**config.mk**
```make
export PLATFORM = sky130hd
export DESIGN_NAME = alu2_wb_collector
export DESIGN_NICKNAME = d
export VERILOG_FILES = /design/src/rtl/core_config_pkg.sv /design/src/rtl/alu2_wb_collector_fifo.sv /design/src/rtl/alu2_wb_collector.sv
export SDC_FILE = /design/constraint.sdc
export NUM_CORES = 1
export LEC_CHECK = 0
export CORE_MARGIN = 10
export CORE_UTILIZATION = 45
export CTS_CLUSTER_SIZE = 12
export DETAILED_ROUTE_END_ITERATION = 8
export PLACE_DENSITY = 0.92
export REMOVE_ABC_BUFFERS = 1
export SYNTH_ARGS = -nofsm -noshare
export SYNTH_HDL_FRONTEND = slang
export SYNTH_SLANG_ARGS = --single-unit
```
**constraint.sdc**
```tcl
create_clock -name clk -period 6.7 [get_ports clk]
set_clock_uncertainty 0.05 [all_clocks]
set_input_delay 1.005 -clock clk [delete_from_list [all_inputs] [get_ports clk]]
set_output_delay 1.005 -clock clk [all_outputs]
set_load 0.005 [all_outputs]
```
**src/rtl/core_config_pkg.sv**
```systemverilog
// Core-wide configuration: data/register widths and the writeback collector types.
package core_config_pkg;

    localparam int unsigned XLEN       = 32;
    localparam int unsigned REG_ADDR_W = 5;

    typedef struct packed {
        logic [XLEN-1:0]       data;
        logic [REG_ADDR_W-1:0] rd;
        logic                  error;
    } wb_entry_t;

    typedef logic [0:0] collector_state_t;

    localparam collector_state_t C_IDLE = 1'b0;
    localparam collector_state_t C_HOLD = 1'b1;

endpackage

```
**src/rtl/alu2_wb_collector_fifo.sv**
```systemverilog
// wb_fifo: small synchronous FIFO of writeback entries with flush; the head is
// zeroed while empty so the writeback port never shows stale data.
module wb_fifo
    import core_config_pkg::*;
#(
    parameter int unsigned DEPTH   = 2,
    parameter type         entry_t = wb_entry_t
) (
    input  logic   clk,
    input  logic   rst_n,
    input  logic   flush,
    input  logic   push,
    input  entry_t push_data,
    input  logic   pop,
    output entry_t head,
    output logic   full,
    output logic   empty
);

    localparam int unsigned PTR_W = (DEPTH > 1) ? $clog2(DEPTH) : 1;
    localparam int unsigned CNT_W = $clog2(DEPTH) + 1;

    entry_t             r_mem [DEPTH];
    logic [PTR_W-1:0]   r_wr_ptr;
    logic [PTR_W-1:0]   r_rd_ptr;
    logic [CNT_W-1:0]   r_count;
    logic               w_push_ok;
    logic               w_pop_ok;

    assign full      = (r_count == CNT_W'(DEPTH));
    assign empty     = (r_count == '0);
    assign w_push_ok = push & ~full & ~flush;
    assign w_pop_ok  = pop & ~empty & ~flush;
    assign head      = empty ? '0 : r_mem[r_rd_ptr];

    // Storage carries data only; validity comes from the count.
    always_ff @(posedge clk) begin
        if (w_push_ok) begin
            r_mem[r_wr_ptr] <= push_data;
        end
    end

    always_ff @(posedge clk or negedge rst_n) begin
        if (!rst_n) begin
            r_wr_ptr <= '0;
            r_rd_ptr <= '0;
            r_count  <= '0;
        end else if (flush) begin
            r_wr_ptr <= '0;
            r_rd_ptr <= '0;
            r_count  <= '0;
        end else begin
            if (w_push_ok) begin
                r_wr_ptr <= r_wr_ptr + PTR_W'(1);
            end
            if (w_pop_ok) begin
                r_rd_ptr <= r_rd_ptr + PTR_W'(1);
            end
            case ({w_push_ok, w_pop_ok})
                2'b10:   r_count <= r_count + CNT_W'(1);
                2'b01:   r_count <= r_count - CNT_W'(1);
                default: r_count <= r_count;
            endcase
        end
    end

endmodule

```
**src/rtl/alu2_wb_collector.sv**
```systemverilog
// Collects multi-cycle ALU results into a writeback FIFO with a one-cycle ack.
// Optional destination scoreboard enabled by defining ALU2_WB_SCOREBOARD_EN.
module alu2_wb_collector
    import core_config_pkg::*;
#(
    parameter int unsigned DEPTH = 2
) (
    input  logic                          clk,
    input  logic                          rst_n,
    input  logic                          alu_valid,
    input  logic [XLEN-1:0]               alu_res,
    input  logic [REG_ADDR_W-1:0]         alu_rd,
    input  logic                          alu_error,
    output logic                          alu_clear,
    input  logic                          issue_valid,
    input  logic [REG_ADDR_W-1:0]         issue_rd,
    input  logic                          flush,
    output logic                          wb_valid,
    input  logic                          wb_ready,
    output logic [REG_ADDR_W-1:0]         wb_rd,
    output logic [XLEN-1:0]               wb_data,
    output logic                          wb_error,
    output logic [(1<<REG_ADDR_W)-1:0]    pending,
    output logic                          full,
    output logic                          empty
);

    localparam int unsigned NREG = 1 << REG_ADDR_W;

    collector_state_t r_state;
    collector_state_t w_state_nxt;
    wb_entry_t        w_push_data;
    wb_entry_t        w_head;
    logic             w_full;
    logic             w_empty;
    logic             w_push;
    logic             w_pop;
    logic             w_wb_fire;

    always_ff @(posedge clk or negedge rst_n) begin
        if (!rst_n) begin
            r_state <= C_IDLE;
        end else begin
            r_state <= w_state_nxt;
        end
    end

    // HOLD masks the ALU's valid for one cycle after an ack to avoid a double capture.
    always_comb begin
        w_state_nxt = r_state;
        alu_clear   = 1'b0;
        case (r_state)
            C_IDLE: begin
                if (alu_valid && (!w_full || flush)) begin
                    alu_clear = 1'b1;
                    if (!flush) begin
                        w_state_nxt = C_HOLD;
                    end
                end
            end
            C_HOLD:  w_state_nxt = C_IDLE;
            default: w_state_nxt = C_IDLE;
        endcase
        if (flush) begin
            w_state_nxt = C_IDLE;
        end
    end

    // Writes to x0 without an error carry nothing worth writing back.
    assign w_push = alu_clear & ~flush & ((alu_rd != '0) | alu_error);
    assign w_push_data.data  = alu_res;
    assign w_push_data.rd    = alu_rd;
    assign w_push_data.error = alu_error;

    assign w_wb_fire = wb_valid & wb_ready;
    assign w_pop     = w_wb_fire & ~flush;

    wb_fifo #(
        .DEPTH   (DEPTH),
        .entry_t (wb_entry_t)
    ) u_fifo (
        .clk       (clk),
        .rst_n     (rst_n),
        .flush     (flush),
        .push      (w_push),
        .push_data (w_push_data),
        .pop       (w_pop),
        .head      (w_head),
        .full      (w_full),
        .empty     (w_empty)
    );

    assign wb_valid = ~w_empty;
    assign wb_rd    = w_head.rd;
    assign wb_data  = w_head.data;
    assign wb_error = w_head.error;
    assign full     = w_full;
    assign empty    = w_empty;

`ifdef ALU2_WB_SCOREBOARD_EN
    logic [NREG-1:0] r_pending;
    logic [NREG-1:0] w_pending_nxt;

    // Issue set is applied after writeback clear so a same-cycle reissue stays pending.
    always_comb begin
        w_pending_nxt = r_pending;
        if (w_wb_fire) begin
            w_pending_nxt[wb_rd] = 1'b0;
        end
        if (issue_valid && (issue_rd != '0)) begin
            w_pending_nxt[issue_rd] = 1'b1;
        end
        if (flush) begin
            w_pending_nxt = '0;
        end
    end

    always_ff @(posedge clk or negedge rst_n) begin
        if (!rst_n) begin
            r_pending <= '0;
        end else begin
            r_pending <= w_pending_nxt;
        end
    end

    assign pending = r_pending;
`else
    logic w_unused_issue;
    assign w_unused_issue = ^{issue_valid, issue_rd};
    assign pending        = NREG'(0);
`endif

endmodule

```
==> results of run 1 <==
[worst min-delay path by stage]
| stage | start | endpoint | slack, ns | depth (start not counted) |
|---|---|---|---|---|
| after floorplan | u_fifo.r_wr_ptr | u_fifo.r_wr_ptr | 0.47 | 2 |
| after global placement | u_fifo.r_wr_ptr | u_fifo.r_wr_ptr | 0.50 | 2 |
| after detailed placement | u_fifo.r_wr_ptr | u_fifo.r_wr_ptr | 0.55 | 2 |
| after CTS | u_fifo.r_wr_ptr | u_fifo.r_wr_ptr | 0.57 | 2 |
| after global routing | r_state | r_state | 0.60 | 2 |
| final | u_fifo.r_wr_ptr | u_fifo.r_wr_ptr | 0.57 | 2 |
[final cells by class]
cell class | count | share of cell area
sequential | 81 | 0.539
timing repair buffer | 86 | 0.191
multi-input combinational | 133 | 0.187
clock inverter | 5 | 0.0232
clock buffer | 11 | 0.0294
inverter | 3 | 0.00252
tap | 99 | 0.0277
[power by group]
part / internal, W / switching [W] / leakage, nW
clock: 0.000248 / 0.000166 / 0.118
combinational: 0.0000656 / 0.0000487 / 0.648
sequential: 0.000571 / 0.0000123 / 0.760
[logic make-up after synthesis]
kind of cell	after synthesis	share of synthesized area
AO/OA/AOI/OAI	8	0.0179
XOR/XNOR	1	0.00256
buffers and inverters	44	0.0883
flip-flops	81	0.702
multiplexers	39	0.114
other	1	0.00109
AND/OR/NAND/NOR	53	0.0741
[stage by stage]
step	std cells	instance area [sq um]	hold WS [ns]	utilization	setup slack (ns)
final	418	4470	0.573	0.610	3.15
after global routing	418	4470	0.600	0.610	3.00
after CTS	418	4470	0.566	0.610	3.09
after detailed placement	402	4230	0.554	0.578	3.12
after global placement	402	4230	0.503	0.578	3.27
after floorplan	217	3250	0.474	-	3.88
[cells in the final DEF, fill, tap and decap left out, types with 2 or more instances in the layout]
cell type	n
clkdlybuf4s50_1	84
edfxtp_1	76
nor2_1	40
mux2i_1	39
conb_1	32
clkbuf_8	9
a21oi_1	4
dfrtp_1	4
bufinv_16	3
inv_1	2
nand2_1	2
clkbuf_1	2
buf_4	2
[registers in the layout, summed over array words and instances, names as in the netlist]
signal,count
u_fifo.r_mem,76
u_fifo.r_count,2
r_state,1
u_fifo.r_rd_ptr,1
u_fifo.r_wr_ptr,1
[layer usage]
metal / GRT usage / routed length, um
met1: 0.124 / 2650
met5: 0 / 0
met4: 0.0522 / 86
met2: 0.207 / 3450
met3: 0.0383 / 723
[worst max-delay path, delay by kind of cell (launching register included)]
family,cells,cell delay [ns]
buffers and inverters,3,1.25
AND/OR/NAND/NOR,2,0.43
flip-flops,1,0.44
==> flow_metrics.py, run 1 <==
metrics = {
    "timing": {
        "setup_viol": 0,
        "rsz0062_at_grt": "false",
        "slew_violations": 0,
        "fin_crit_sh": 0.530,
        "final_hold_viol_count": 0,
        "max_freq_ghz": 0.282,
        "finalSetupTns_ns": 0,
        "fin_crit_ns": 3.55,
        "slew_headroom": 0.217,
        "tightest_slew_ns": 1.18,
    },
    "setup_path": {
        "startpoint": "u_fifo.r_count[0]",
        "cp_cell_sequence": "or2_2 -> inv_1 -> buf_4 -> nor2_1 -> clkdlybuf4s50_1",
        "worstSetupStartpointType": "register",
        "path_class": "reg2out",
        "reg2reg_to": "u_fifo.r_mem[0][4]",
        "crit_end": "wb_rd[1]",
        "r2r_slack_ns": 4.42,
        "reg2reg_depth": 5,
        "cp_max_fo": 24,
        "crit_path_end_kind": "output pin",
        "cp.arrival_ns": 2.49,
        "required_ns": 5.64,
        "timing.rr.start": "u_fifo.r_count[0]",
        "critical-path-slowest-cell": "clkdlybuf4s50_1",
        "max_stage_delay_ns": 0.48,
    },
    "synthesis": {
        "synth.most_common_cell": "edfxtp_1",
        "synthCells": 227,
        "ys_top_cells_by_count": "edfxtp_1, nor2_1, mux2i_1, buf_4",
        "yosys_warnings": 0,
        "synthArstFlopShare": 0.0617,
        "synth_seq_area_share": 0.702,
        "synth_seq_cells": 81,
        "synth-main-ff-cell": "edfxtp_1",
        "synth_area_leaders": "edfxtp_1, mux2i_1, buf_4",
        "syn_area_sq_mm": 0.00343,
        "netlist.area_leader.share": 0.666,
        "ys_types": 27,
        "synth_edf_count": 76,
        "synth_area_per_cell_sq_um": 15.1,
        "synth_area_leader_cell": "edfxtp_1",
    },
    "die": {
        "rows": 31,
        "core_sq_mm": 0.00733,
        "die_x_um": 107,
        "io_pins": 123,
        "initial_utilization": 0.468,
        "die-height_um": 107,
        "die-area_sq_mm": 0.0115,
    },
    "grt": {
        "grt_util_all_layers": 0.117,
        "overflow": 0,
        "first_global_vias": 2059,
        "grt_max_degree": 40,
        "grt_pass1_wl_mm": 10.5,
        "antenna_found_initial": 0,
    },
    "routing": {
        "drc": 0,
        "viasPerCell": 4.70,
        "dr.pass1.iters": 4,
        "via_count": 1963,
        "wl_per_cell_um": 16.5,
        "routed_wl_mm": 6.91,
        "initialDrtViolationCount": 62,
        "ant_nets": 0,
    },
    "placed_design": {
        "hpwlAfterDp_mm": 4.83,
        "port_buffers": 84,
        "gp_congestion": 0.706,
    },
    "power": {
        "leakage_nw": 1.53,
        "p_per_area_mw_per_mm2": 249,
        "total_power_w": 0.00111,
        "peakVddDrop_mv": 0.133,
    },
    "clocking": {
        "cts_resized": 0,
        "clk_pin_slew_ns": 0.07,
        "cts-root-buf": "clkbuf_8",
        "clk_latency_ns": 0.34,
        "htree_levels": 3,
        "cts.path.max_buffers": 2,
        "cts_hold_buf": 0,
        "cts_setup_buffers": 0,
        "cts_num_sinks": 81,
        "numCtsBuffers": 9,
        "cts_tree": "yes",
    },
    "layout": {
        "nets": 363,
        "multi_input_area_sq_um": 835,
        "seq_area_sq_mm": 0.00241,
        "antenna_cells": 0,
        "n_fill_cell": 531,
        "area_growth_pct": 30.4,
        "drive_gt1_frac": 0.0846,
    },
    "worst_hold_path": {
        "hp-class": "reg2reg",
    },
    "run_status": {
        "status": "complete, no violations",
    },
    "flow_run": {
        "maxCapViolations": 0,
    },
}
Note: power is estimated with default switching activity, not from simulation.
==> run 2: changes to the inputs <==
==> constraint.sdc (replaced) <==
create_clock -name clk -period 3.7 [get_ports clk]
set_clock_uncertainty 0.05 [all_clocks]
set_input_delay 0.555 -clock clk [delete_from_list [all_inputs] [get_ports clk]]
set_output_delay 0.555 -clock clk [all_outputs]
set_load 0.005 [all_outputs]
==> flow_metrics.py, run 2 (synthesis results as in run 1) <==
metrics = {
    "run_status": {
        "status": "complete, no violations",
    },
    "layout": {
        "area_growth_pct": 29.4,
        "antenna_cells": 0,
        "top_register": "u_fifo.r_mem",
        "stdcell_area_sq_mm": 0.00444,
        "seq_area_sq_mm": 0.00241,
        "nets": 367,
        "n_fill_cell": 569,
        "layout_common_cells": "clkdlybuf4s50_1, edfxtp_1, nor2_1, mux2i_1, conb_1",
        "largest_register_ffs": 76,
        "finish.utilization": 0.605,
        "reg_top3": "u_fifo.r_mem (76), u_fifo.r_count (2)",
        "multi_input_area_sq_um": 835,
        "layout_commonest_cell": "clkdlybuf4s50_1",
        "drive_gt1_frac": 0.0960,
    },
    "timing": {
        "slew_headroom": 0.551,
        "fin_crit_ns": 3.16,
        "finalSetupTns_ns": 0,
        "setup_viol": 0,
        "final_hold_viol_count": 0,
        "hold-worst-slack_ns": 0.386,
        "fin_crit_sh": 0.855,
        "rsz0062_at_grt": "false",
        "tightest_slew_ns": 0.673,
        "max_freq_ghz": 0.316,
        "slew_violations": 0,
    },
    "setup_path": {
        "critical-path-slowest-cell": "inv_1",
        "worstSetupStartpointType": "register",
        "reg2reg_to": "u_fifo.r_mem[1][1]",
        "max_stage_delay_ns": 0.51,
        "timing.rr.start": "u_fifo.r_count[1]",
        "r2r_slack_ns": 1.43,
        "cp.arrival_ns": 2.56,
        "required_ns": 3.09,
        "path_class": "reg2out",
        "critPathBufInv": 3,
        "crit_path_end_kind": "output pin",
        "reg2reg_depth": 4,
        "cp_max_fo": 20,
        "cp_cell_sequence": "or2_2 -> inv_1 -> buf_4 -> nor2_1 -> clkdlybuf4s50_1",
        "critPathTopFamily": "buffers and inverters",
    },
    "clocking": {
        "cts-root-buf": "clkbuf_8",
        "cts_num_sinks": 81,
        "htree_levels": 3,
        "numCtsBuffers": 9,
        "clk_latency_ns": 0.34,
        "cts_tree": "yes",
        "cts_hold_buf": 0,
        "clk_pin_slew_ns": 0.08,
        "cts_resized": 0,
        "cts.path.max_buffers": 2,
        "cts_setup_buffers": 0,
    },
    "routing": {
        "via_count": 1969,
        "dr.pass1.iters": 4,
        "initialDrtViolationCount": 43,
        "routed_wl_mm": 6.90,
        "wl_per_cell_um": 16.4,
        "drc": 0,
        "ant_nets": 0,
        "viasPerCell": 4.67,
    },
    "power": {
        "swShare": 0.233,
        "pwr-share-comb": 0.119,
        "leakage_nw": 1.51,
        "peakVddDrop_mv": 0.242,
        "p_switching_w": 0.000425,
        "p_per_area_mw_per_mm2": 411,
        "internal_power_w": 0.00140,
        "clock_power_share": 0.307,
        "p_seq_frac": 0.575,
    },
    "flow_run": {
        "maxCapViolations": 0,
    },
    "grt": {
        "grtUsageMet3": 0.0449,
        "grt_pass1_wl_mm": 10.2,
        "grt_max_degree": 26,
        "first_global_vias": 2037,
        "antenna_found_initial": 0,
        "use_met2": 0.202,
        "grt_util_all_layers": 0.115,
        "use_met1": 0.119,
        "top_usage_layer": "met2",
        "overflow": 0,
    },
    "die": {
        "die-height_um": 107,
        "die_x_um": 107,
        "initial_utilization": 0.468,
        "io_pins": 123,
        "die-area_sq_mm": 0.0115,
        "rows": 31,
        "core_sq_mm": 0.00733,
    },
    "placed_design": {
        "port_buffers": 84,
        "gp_congestion": 0.704,
        "hpwlAfterDp_mm": 4.96,
        "postPlaceCellArea_sq_mm": 0.00426,
    },
    "worst_hold_path": {
        "hp-class": "in2async",
    },
}
==> run 2: area by class of cell <==
| class | instances | share of cell area |
|---|---|---|
| clock buffers | 10 | 0.0288 |
| clock inverters | 6 | 0.00987 |
| inverters | 3 | 0.00254 |
| multi-input cells | 133 | 0.188 |
| flip-flops and latches | 81 | 0.543 |
| well taps | 99 | 0.0279 |
| repair buffers | 90 | 0.200 |
==> run 2: worst reg2reg max path, cell delays in order, from the launching register on <==
cell	delay [ns]
dfrtp_1	0.43
nor2b_4	0.17
nor3_4	0.30
and3_2	0.64
buf_4	0.37
==> run 2: per-stage QoR <==
step | std cells | power (W) | worst slack (ns)
2_1_floorplan | 217 | 0.00116 | 1.33
3_5_place_dp | 406 | 0.00129 | 0.794
3_3_place_gp | 406 | 0.00128 | 0.861
4_1_cts | 422 | 0.00184 | 0.485
5_1_grt | 422 | 0.00190 | 0.365
6_report | 422 | 0.00182 | 0.536
==> run 2: worst max-delay path by stage <==
stage | startpoint | slack [ns] | to | depth (start not counted)
6_report | u_fifo.r_count[0] | 0.54 | wb_data[16] | 5
5_1_grt | u_fifo.r_count[0] | 0.36 | wb_data[23] | 5
4_1_cts | u_fifo.r_count[0] | 0.48 | wb_data[11] | 5
3_5_place_dp | flush | 0.79 | u_fifo.r_mem[1][29] | 4
3_3_place_gp | flush | 0.86 | u_fifo.r_mem[1][29] | 4
2_1_floorplan | u_fifo.r_rd_ptr | 1.33 | wb_data[0] | 2
==> run 2: layer usage <==
layer / wire length, um / share of wire
met5: 0 / 0
met4: 49 / 0.0071
met3: 761 / 0.11
met2: 3430 / 0.50
met1: 2660 / 0.39
==> run 2: power by group through the flow <==
stage	clock network, W	registers (W)	logic [W]
after floorplan	0	0.00107	0.0000829
after global placement	0	0.00107	0.000212
after detailed placement	0	0.00107	0.000218
after CTS	0.000576	0.00105	0.000219
after global routing	0.000614	0.00105	0.000236
final	0.000560	0.00105	0.000216
==> run 3: changes to the inputs <==
--- a/config.mk
+++ b/config.mk
@@ -5,12 +5,14 @@
 export SDC_FILE = /design/constraint.sdc
 export NUM_CORES = 1
 export LEC_CHECK = 0
-export CORE_MARGIN = 10
+export CORE_MARGIN = 2
 export CORE_UTILIZATION = 45
 export CTS_CLUSTER_SIZE = 12
 export DETAILED_ROUTE_END_ITERATION = 8
 export PLACE_DENSITY = 0.92
 export REMOVE_ABC_BUFFERS = 1
+export SLEW_MARGIN = 20
 export SYNTH_ARGS = -nofsm -noshare
 export SYNTH_HDL_FRONTEND = slang
 export SYNTH_SLANG_ARGS = --single-unit
+export TNS_END_PERCENT = 20
==> flow_metrics.py, run 3 (synthesis results as in run 1) <==
metrics = {
    "power": {
        "peakVddDrop_mv": 0.210,
        "p_switching_w": 0.000399,
        "p_per_area_mw_per_mm2": 431,
        "p_seq_frac": 0.545,
        "total_power_w": 0.00193,
        "clock_power_share": 0.345,
        "pwr-share-comb": 0.110,
        "swShare": 0.207,
        "leakage_nw": 1.53,
        "internal_power_w": 0.00153,
    },
    "placed_design": {
        "gp_congestion": 0.699,
        "hpwlAfterDp_mm": 4.06,
        "port_buffers": 84,
        "preCtsSetupSlack_ns": 0.557,
    },
    "setup_path": {
        "cp_cell_sequence": "buf_4 -> mux2i_1 -> nor2_1 -> clkdlybuf4s50_1",
        "cp_max_fo": 21,
        "cp.arrival_ns": 2.29,
        "required_ns": 3.09,
        "max_stage_delay_ns": 0.77,
        "worstSetupStartpointType": "register",
        "crit_path_end_kind": "output pin",
        "path_class": "reg2out",
        "critical-path-slowest-cell": "dfrtp_2",
    },
    "timing": {
        "rsz0062_at_grt": "false",
        "final_hold_viol_count": 0,
        "setup_slack_ns": 0.803,
        "fin_crit_ns": 2.90,
        "slew_headroom": 0.513,
        "max_freq_ghz": 0.345,
        "setup_viol": 0,
        "finalSetupTns_ns": 0,
        "hold-worst-slack_ns": 0.390,
        "slew_violations": 0,
        "tightest_slew_ns": 0.726,
        "fin_crit_sh": 0.783,
    },
    "clocking": {
        "cts_tree": "yes",
        "clk_latency_ns": 0.33,
        "cts-root-buf": "clkbuf_8",
        "numCtsBuffers": 9,
        "clk_pin_slew_ns": 0.08,
        "cts_resized": 0,
        "htree_levels": 3,
        "cts_hold_buf": 0,
        "cts_setup_buffers": 0,
        "cts.path.max_buffers": 2,
        "cts_num_sinks": 81,
    },
    "routing": {
        "via_count": 1957,
        "routed_wl_mm": 5.95,
        "initialDrtViolationCount": 84,
        "viasPerCell": 4.65,
        "drc": 0,
        "ant_nets": 0,
        "wl_per_cell_um": 14.1,
        "dr.pass1.iters": 4,
    },
    "worst_hold_path": {
        "hp-class": "in2async",
    },
    "grt": {
        "antenna_found_initial": 0,
        "overflow": 0,
        "grt_util_all_layers": 0.150,
        "grt_pass1_wl_mm": 9.56,
        "grt_max_degree": 40,
        "first_global_vias": 1986,
    },
    "layout": {
        "area_growth_pct": 30.4,
        "layout_common_cells": "clkdlybuf4s50_1, edfxtp_1, nor2_1, mux2i_1, conb_1",
        "largest_register_ffs": 76,
        "reg_top3": "u_fifo.r_mem (76), u_fifo.r_count (2)",
        "top_register": "u_fifo.r_mem",
        "nets": 367,
        "finish.utilization": 0.610,
        "seq_area_sq_mm": 0.00241,
        "multi_input_area_sq_um": 835,
        "layout_commonest_cell": "clkdlybuf4s50_1",
        "antenna_cells": 0,
        "n_fill_cell": 558,
        "drive_gt1_frac": 0.0963,
    },
    "die": {
        "rows": 31,
        "die_x_um": 91.3,
        "initial_utilization": 0.468,
        "die-height_um": 91.3,
        "io_pins": 123,
        "core_sq_mm": 0.00733,
        "die-area_sq_mm": 0.00833,
    },
    "flow_run": {
        "maxCapViolations": 0,
    },
    "run_status": {
        "status": "complete, no violations",
    },
}
## run 3: critical path, delay by kind of cell (launching register included)
kind	cells	cell delay, ns
buffers and inverters	2	0.88
flip-flops	1	0.77
multiplexers	1	0.23
AND/OR/NAND/NOR	1	0.06
## run 3: cell type report
cell class | instances | share of cell area
Clock inverter | 6 | 0.0187
Clock buffer | 9 | 0.0277
Inverter | 3 | 0.00252
Multi-Input combinational cell | 133 | 0.187
Sequential cell | 81 | 0.539
Timing Repair Buffer | 90 | 0.198
Tap cell | 99 | 0.0277
## run 3: power groups by stage
stage          Combinational [W]  Clock (W)  Sequential (W)
4_1_cts                 0.000215   0.000685         0.00105
3_5_place_dp            0.000214          0         0.00107
5_1_grt                 0.000232   0.000726         0.00105
6_report                0.000211   0.000665         0.00105
3_3_place_gp            0.000207          0         0.00107
2_1_floorplan          0.0000829          0         0.00107
## run 3: final timing paths
kind	start	to	slack, ns	cells past startpoint
worst max-delay path	u_fifo.r_rd_ptr	wb_data[16]	0.80	4
worst min-delay path	rst_n	u_fifo.r_count[0]	0.39	1
worst max register to register	u_fifo.r_count[1]	u_fifo.r_mem[0][20]	1.45	5
worst min register to register	u_fifo.r_wr_ptr	u_fifo.r_wr_ptr	0.56	2
max in group asynchronous	rst_n	u_fifo.r_rd_ptr	3.00	1
min in group clk	u_fifo.r_wr_ptr	u_fifo.r_wr_ptr	0.56	2
## run 3: metal layers
metal	part of all wire	GRT usage
met1	0.42	0.175
met2	0.52	0.264
met3	0.053	0.0498
met4	0.0099	0.0417
met5	0	0
## run 3: through the flow
| stage | cell area (sq um) | instances |
|---|---|---|
| after global routing | 4470 | 421 |
| after CTS | 4470 | 421 |
| after detailed placement | 4260 | 406 |
| after global placement | 4260 | 406 |
| final | 4470 | 421 |
| after floorplan | 3250 | 217 |
